## src/rtl/win_pkg.sv

```systemverilog
// Shared types and default widths for the capture-window writer and readout.
package win_pkg;

  localparam int WIN_CNT_W  = 18;
  localparam int WIN_ADDR_W = 18;
  localparam int WIN_DATA_W = 16;

  typedef enum logic [2:0] {
    IDLE  = 3'd0,
    FETCH = 3'd1,
    LATCH = 3'd2,
    HOLD  = 3'd3,
    DONE  = 3'd4
  } state_t;

endpackage

```

## src/rtl/win_readout.sv

```systemverilog
// Streams WIN_DATA+1 words from the circular sample RAM to the MCU via valid/ack.
// Optional WIN_READOUT_PRETRIG_EN adds a PRETRIG offset subtracted from trig_addr.
//
// state | meaning
// IDLE  | waiting for Start_Read with Write_Ready
// FETCH | RAM read strobe issued for current address
// LATCH | RAM data captured into rd_data
// HOLD  | rd_valid high, waiting for rd_ack
// DONE  | all words transferred, Read_Done high
module win_readout
  import win_pkg::*;
#(
  parameter int ADDR_W = WIN_ADDR_W,
  parameter int DATA_W = WIN_DATA_W
) (
  input  logic                 CLK,
  input  logic                 RST,
  input  logic                 Start_Read,
  input  logic                 Write_Ready,
  input  logic [WIN_CNT_W-1:0] WIN_DATA,
  input  logic [ADDR_W-1:0]    trig_addr,
`ifdef WIN_READOUT_PRETRIG_EN
  input  logic [ADDR_W-1:0]    PRETRIG,
`endif
  output logic                 mem_rd_en,
  output logic [ADDR_W-1:0]    mem_addr,
  input  logic [DATA_W-1:0]    mem_data,
  output logic [DATA_W-1:0]    rd_data,
  output logic                 rd_valid,
  input  logic                 rd_ack,
  output logic                 Read_Done
);

  state_t               state;
  logic [WIN_CNT_W-1:0] cnt;
  logic [WIN_CNT_W-1:0] win_len;
  logic [ADDR_W-1:0]    start_addr;

  // Subtraction wraps naturally at ADDR_W bits, matching the circular RAM.
`ifdef WIN_READOUT_PRETRIG_EN
  always_comb start_addr = trig_addr - PRETRIG;
`else
  always_comb start_addr = trig_addr;
`endif

  // mem_addr doubles as the running read address.
  always_ff @(posedge CLK) begin
    if (RST) begin
      state     <= IDLE;
      mem_rd_en <= 1'b0;
      mem_addr  <= '0;
      rd_data   <= '0;
      rd_valid  <= 1'b0;
      Read_Done <= 1'b0;
      cnt       <= '0;
      win_len   <= '0;
    end else if (!Start_Read) begin
      state     <= IDLE;
      mem_rd_en <= 1'b0;
      rd_valid  <= 1'b0;
      Read_Done <= 1'b0;
    end else begin
      case (state)
        IDLE: begin
          if (Write_Ready) begin
            mem_addr  <= start_addr;
            cnt       <= '0;
            win_len   <= WIN_DATA;
            mem_rd_en <= 1'b1;
            state     <= FETCH;
          end
        end
        FETCH: begin
          mem_rd_en <= 1'b0;
          state     <= LATCH;
        end
        LATCH: begin
          rd_data  <= mem_data;
          rd_valid <= 1'b1;
          state    <= HOLD;
        end
        HOLD: begin
          if (rd_ack) begin
            rd_valid <= 1'b0;
            if (cnt == win_len) begin
              Read_Done <= 1'b1;
              state     <= DONE;
            end else begin
              cnt       <= cnt + 1'b1;
              mem_addr  <= mem_addr + 1'b1;
              mem_rd_en <= 1'b1;
              state     <= FETCH;
            end
          end
        end
        DONE: state <= DONE;
        default: state <= IDLE;
      endcase
    end
  end

endmodule

```

## config.mk

```make
export PLATFORM = sky130hd
export DESIGN_NAME = win_readout
export DESIGN_NICKNAME = d
export VERILOG_FILES = /design/src/rtl/win_pkg.sv /design/src/rtl/win_readout.sv
export SDC_FILE = /design/constraint.sdc
export NUM_CORES = 1
export LEC_CHECK = 0
export ABC_AREA = 0
export CORE_ASPECT_RATIO = 0.9
export CORE_UTILIZATION = 45
export CTS_BUF_LIST = sky130_fd_sc_hd__clkbuf_8
export CTS_CLUSTER_SIZE = 30
export DETAILED_ROUTE_END_ITERATION = 7
export PLACE_DENSITY_LB_ADDON = 0.3
export SETUP_SLACK_MARGIN = 0.5
export SLEW_MARGIN = 20
export SYNTH_ARGS = -nofsm -noshare
export SYNTH_HDL_FRONTEND = slang
export SYNTH_SLANG_ARGS = --single-unit
```

## constraint.sdc

```tcl
create_clock -name CLK -period 1.9 [get_ports CLK]
set_input_delay 0.19 -clock CLK [delete_from_list [all_inputs] [get_ports CLK]]
set_output_delay 0.19 -clock CLK [all_outputs]
set_load 0.05 [all_outputs]
```

==> results of run 1 <==
## stage by stage
step / total power, mW / hold WS, ns / instances / setup WS, ns / setup TNS (ns)
2_1_floorplan: 2.02 / 0.326 / 502 / 0.0904 / 0
3_3_place_gp: 2.26 / 0.443 / 708 / -0.445 / -11.71
3_5_place_dp: 2.27 / 0.448 / 708 / -0.549 / -14.44
4_1_cts: 3.51 / 0.317 / 747 / -0.128 / -1.53
5_1_grt: 3.70 / 0.357 / 751 / -0.196 / -4.79
6_report: 3.58 / 0.349 / 751 / -0.133 / -2.07
## registers in the layout (all words and copies together) (netlist names)
signal,cells
cnt,18
mem_addr,18
win_len,18
rd_data,16
state,3
Read_Done,1
mem_rd_en,1
rd_valid,1
## timing repair
| item | in CTS | in global routing |
|---|---|---|
| pin swaps | 38 | 29 |
| hold endpoints to repair | 0 | 0 |
| cloned | 5 | 1 |
| buffers inserted | 18 | 3 |
| hold buffers | 0 | 0 |
| gates resized for setup | 172 | 104 |
| setup endpoints to repair | 89 | 97 |
## critical path: stages (launching register included)
cell and delay [ns]:
dfxtp_1 0.33, xor2_1 0.16, nor4_1 0.30, nand3_1 0.13, buf_6 0.15, buf_6 0.11
or3_4 0.40, buf_6 0.15, a21oi_2 0.11, nor3_1 0.05
## cells in the final DEF (no fill, tap or decap), drive strengths merged, types with 3 or more instances in the layout
cell	instances
clkdlybuf4s50	54
o31ai	5
or4b	7
nand4	14
or3	4
nand3	20
buf	80
and2	3
o21ai	31
a21o	4
nor3	10
clkdlybuf4s15	12
a21oi	79
nor2b	4
nor2	35
inv	7
nor4	11
and3	11
clkbuf	31
a31oi	6
dfxtp	76
xor2	16
and4	3
o32ai	7
nand2b	8
or4	3
nand2	90
## final cells by class
class / count / share of cell area
Inverter: 4 / 0.00250
Clock inverter: 4 / 0.00271
Sequential cell: 76 / 0.259
Timing Repair Buffer: 167 / 0.267
Tap cell: 99 / 0.0206
Clock buffer: 12 / 0.0275
Multi-Input combinational cell: 389 / 0.421
## power groups by stage
stage | clock network, mW | registers (mW) | logic (mW)
final | 1.13 | 1.69 | 0.753
after global routing | 1.21 | 1.70 | 0.793
after CTS | 1.14 | 1.69 | 0.685
after detailed placement | 0 | 1.73 | 0.542
after global placement | 0 | 1.72 | 0.533
after floorplan | 0 | 1.80 | 0.223
## worst paths after layout
check,endpoint,cells after the start,slack [ns],start
max,mem_addr[1],9,-0.13,win_len[4]
min,state[2],3,0.35,rd_ack
max reg2reg,mem_addr[1],9,-0.13,win_len[4]
min reg2reg,rd_data[12],2,0.45,rd_data[12]
## logic make-up (layout without fill, tap and decap cells)
group / Yosys count / in the layout / synth area share
DFF: 76 / 76 / 0.399
AOI/OAI and AO/OA: 140 / 141 / 0.209
buffers and inverters: 38 / 187 / 0.0450
and+or+nand+nor: 228 / 228 / 0.299
adders and majority gates: 2 / 2 / 0.00657
xor gates and xnor gates: 18 / 18 / 0.0414
## metal layers
metal  part of all wire  global-route usage  vias up  routed length (um)
met5                  0                   0        -                   0
met1               0.41               0.346     2118                5320
met4              0.027              0.0991        0                 348
li1                   -                   -     2084                   -
met2               0.49               0.470      194                6300
met3              0.067              0.0657       44                 866
==> run summary, run 1 <==
Area growth syn-to-layout - 57.8%
Filler cells - 589
Clock power share - 0.316
PortBufs - 93
DIE WIDTH - 99.0 um
Synth area leader - dfxtp_1
Min-delay worst type - primary input to flop
Reg clk slew, reported paths - 0.08 ns
# rows - 31
Maxcap violations - 0
CTS Buf Count - 9
GRT Overall Usage - 0.276
Final wirelength - 12.8 mm
Switching share of total power - 0.280
Synth area leaders - dfxtp_1 (40%), a21oi_1 (10%), nand2_1 (8.9%)
Fin. max-slew vios - 0
Top-count cell post-synth - nand2_1
Total core area - 8110 um2
Startpoint Class - flop
Placed cell area - 5150 um2
CP required - 2.11 ns
Top_reg_cell synth - dfxtp_1
RD Place Congestion - 0.931
Fin nets - 706
Worst Clk Skew - 0.0120 ns
Final instance area - 6010 um2
Clock latency on the worst-skew pair - 0.35 ns
H-tree depth - 3
Largest net degree at the start of global routing - 40
Count of different cell masters after synthesis - 44
Multi-input logic area - 2530 um2
Initial Util - 0.470
Failing checks - negative setup slack
Internal power - 2.57 mW
Final worst slack - -0.133 ns
Io pins - 94
Ratio of cells with drive above 1 in the final layout - 0.362
Rel. slew slack - 0.579
Power Density - 595 nW/um2
Final core utilization - 0.741
Mapped Nets - 561
Gr ovfl total - 0
VDD IR max - 0.450 mV
Post-synth top area share - 0.399
Final min period - 2.03 ns
P_sw - 1.00 mW
Register area - 1560 um2
Leak pwr - 2.37 nW
Via count - 4,440
Combinational Power Share - 0.210
Setup crit end kind - flop
Setup Viol. Count Final - 32
Flop pwr share - 0.473
CTS Buffer Depth - 2
DR vias/cell - 5.91
Largest fanout on the critical path - 5
Final Hold Viols - 0
Post-synth EDFFs - 0
Status - complete, but fails checks
RSZ-0062 raised after global routing - true
Worst path arrival time - 2.25 ns
1st-iter DRT viols - 329
Final period utilization - 1.07
Vias in the first global route - 4,024
Sequential area share after synthesis - 0.399
Initial antenna violation count - 0
Die height - 89.3 um
Clk sinks - 76
Synth cell count leaders - nand2_1 (90), a21oi_1 (79), dfxtp_1 (76), nor2_1 (34), o21ai_0 (27)
Ys async rst share - 0
Yosys warns - 0
Fmax - 492 MHz
Pre-antenna DRT Iters - 6
Crit Path Category - flop to flop
DR DRC count - 0
First-pass GRT wire length - 19.2 mm
Antenna viol nets, final - 0
# diodes - 0
Clk root buf - clkbuf_8
Synth Cell Area - 3810 um2
FF+latch count, synth - 76
Mean Syn Cell Area - 7.59 um2
CTS tree - built
Cell count after synthesis - 502
Post-DP HPWL - 7.77 mm
Avg WL per Cell - 17.1 um
Die Outline Area - 8840 um2
Worst slew pin tran - 0.631 ns
No activity file was read; power rests on OpenSTA's default activity.
==> run 2: changes to the inputs <==
--- a/config.mk
+++ b/config.mk
@@ -12,6 +12,7 @@
 export CTS_CLUSTER_SIZE = 30
 export DETAILED_ROUTE_END_ITERATION = 7
 export PLACE_DENSITY_LB_ADDON = 0.3
+export REMOVE_ABC_BUFFERS = 1
 export SETUP_SLACK_MARGIN = 0.5
 export SLEW_MARGIN = 20
 export SYNTH_ARGS = -nofsm -noshare
==> run 2 against run 1 <==
The flow still finishes with violations (negative setup slack). Global-route usage shrank 0.39 points. Final cell count up 0.67%. Largest power group unchanged. Core utilization is 0.73 points higher. Largest cell class unchanged. Via count grew 4.4%. Sequential power about the same. Critical path depth unchanged.
==> run summary, run 2 (synthesis results as in run 1) <==
Most common cell after layout, fill and taps aside - dfxtp_1
VDD IR max - 0.553 mV (+23%)
RD Place Congestion - 0.916 (-1.7%)
Clk root buf - clkbuf_8
Largest fanout on the critical path - 5 (unchanged)
Total core area - 8110 um2 (unchanged)
Initial Util - 0.470 (unchanged)
Ratio of cells with drive above 1 in the final layout - 0.374 (+0.0125)
# rows - 31 (unchanged)
H-tree depth - 3 (unchanged)
Antenna viol nets, final - 0 (unchanged)
Reg clk slew, reported paths - 0.08 ns (about the same)
Most frequent cells in the layout - dfxtp_1 (70), nand2_1 (60), clkdlybuf4s50_1 (55)
Placed insts - 715 (+0.99%)
Rel. slew slack - 0.555 (-0.0242)
Setup Viol. Count Final - 37 (+16%)
Via count - 4,636 (+4.4%)
Pre-antenna DRT Iters - 5 (-1)
Setup TNS - -5.55 ns (-3.48 ns)
Worst slew pin tran - 0.667 ns (+0.0363 ns)
Io pins - 94 (unchanged)
Multi-input logic area - 2640 um2 (+4.2%)
Maxcap violations - 0 (unchanged)
Placed cell area - 5160 um2 (+0.12%)
Largest net degree at the start of global routing - 51 (+28%)
Fmax - 467 MHz (-5.0%)
Initial antenna violation count - 0 (unchanged)
Min-delay worst type - primary input to flop
Die height - 89.3 um (unchanged)
CTS Buffer Depth - 2 (unchanged)
PortBufs - 93 (unchanged)
Final wirelength - 14.1 mm (+9.9%)
Clock latency on the worst-skew pair - 0.35 ns (about the same)
Avg WL per Cell - 18.7 um (+9.2%)
Worst path arrival time - 2.35 ns (+0.10 ns)
Worst Clk Skew - 0.00563 ns (-0.00632 ns)
CP required - 2.11 ns (about the same)
Startpoint Class - flop
Final min period - 2.14 ns (+0.107 ns)
RSZ-0062 raised after global routing - true
First-pass GRT wire length - 19.1 mm (-0.61%)
Status - complete, but fails checks
Setup crit end kind - flop
Leak pwr - 2.44 nW (+2.8%)
Clk sinks - 76 (unchanged)
Post-DP HPWL - 7.46 mm (-4.0%)
Cell Count, Final, Fillers Out - 756 (+0.67%)
Area growth syn-to-layout - 59.3%
Register area - 1530 um2 (-1.5%)
Filler cells - 523 (-11%)
Vias in the first global route - 4,095 (+1.8%)
Final instance area - 6070 um2 (+0.98%)
GRT Overall Usage - 0.272 (-0.00391)
DIE WIDTH - 99.0 um (unchanged)
Final Hold Viols - 0 (unchanged)
Final period utilization - 1.13 (+0.0563)
CTS tree - built
DR DRC count - 0 (unchanged)
Fin. max-slew vios - 0 (unchanged)
1st-iter DRT viols - 513 (+56%)
Failing checks - negative setup slack
Power Density - 599 nW/um2 (+0.65%)
Gr ovfl total - 0 (unchanged)
Fin nets - 712 (+0.85%)
DR vias/cell - 6.13 (+3.7%)
# diodes - 0 (unchanged)
Crit Path Category - flop to flop
CTS Buf Count - 9 (unchanged)
Die Outline Area - 8840 um2 (unchanged)
WHS - 0.379 ns (+0.0303 ns)
Top flop regs - cnt x18, mem_addr x18, win_len x18
Final worst slack - -0.240 ns (-0.107 ns)
-- run 2: through the flow --
stage | power (mW) | setup slack (ns) | util
after global routing | 3.76 | -0.311 | 0.748
final | 3.64 | -0.240 | 0.748
after global placement | 2.26 | -0.430 | 0.636
after floorplan | 1.97 | -0.847 | -
after detailed placement | 2.27 | -0.498 | 0.636
after CTS | 3.51 | -0.129 | 0.702
-- run 2: power breakdown --
| group | internal, mW | switching [mW] |
|---|---|---|
| Sequential | 1.64 | 0.0490 |
| Combinational | 0.375 | 0.417 |
| Clock | 0.534 | 0.624 |
| Total | 2.55 | 1.09 |
-- run 2: layout make-up --
type | instances | area share
clock buffer | 11 | 0.0250
multi-input combinational | 389 | 0.434
tap | 99 | 0.0204
inverter | 4 | 0.00247
timing repair buffer | 173 | 0.261
clock inverter | 4 | 0.00412
sequential | 76 | 0.253
-- run 2: metal layers --
| layer | up-vias | GRT usage | routed length [um] |
|---|---|---|---|
| met2 | 305 | 0.475 | 6700 |
| li1 | 2093 | - | - |
| met1 | 2160 | 0.335 | 5530 |
| met5 | - | 0 | 0 |
| met4 | 0 | 0.0760 | 632 |
| met3 | 78 | 0.0735 | 1250 |
-- run 2: critical path: stages (launching register included) --
cell	delay, ns
dfxtp_2	0.33
xor2_1	0.16
nor4_2	0.36
nand3_2	0.14
buf_4	0.16
buf_6	0.11
or3_4	0.39
buf_6	0.15
nand4_1	0.11
a21oi_1	0.09
-- run 2: timing repair --
item,4_1_cts,5_1_grt
pin swaps,25,41
hold buffers,0,0
gates resized for setup,158,159
endpoints found under the setup margin,111,96
gates cloned,5,3
buffers inserted,14,4
-- run 2: worst paths after layout --
path / start / endpoint / slack, ns / depth (start not counted)
hold reg to reg: rd_data[9] / rd_data[9] / 0.47 / 2
hold / removal: WIN_DATA[11] / win_len[11] / 0.38 / 3
setup reg to reg: win_len[0] / cnt[5] / -0.24 / 9
setup / recovery: win_len[0] / cnt[5] / -0.24 / 9
==> run 3: changes to the inputs <==
--- a/config.mk
+++ b/config.mk
@@ -12,7 +12,6 @@
 export CTS_CLUSTER_SIZE = 30
 export DETAILED_ROUTE_END_ITERATION = 7
 export PLACE_DENSITY_LB_ADDON = 0.3
-export REMOVE_ABC_BUFFERS = 1
 export SETUP_SLACK_MARGIN = 0.5
 export SLEW_MARGIN = 20
 export SYNTH_ARGS = -nofsm -noshare
==> results of run 3 <==
No change in the layout: final DEF, timing and power equal those of run 1.
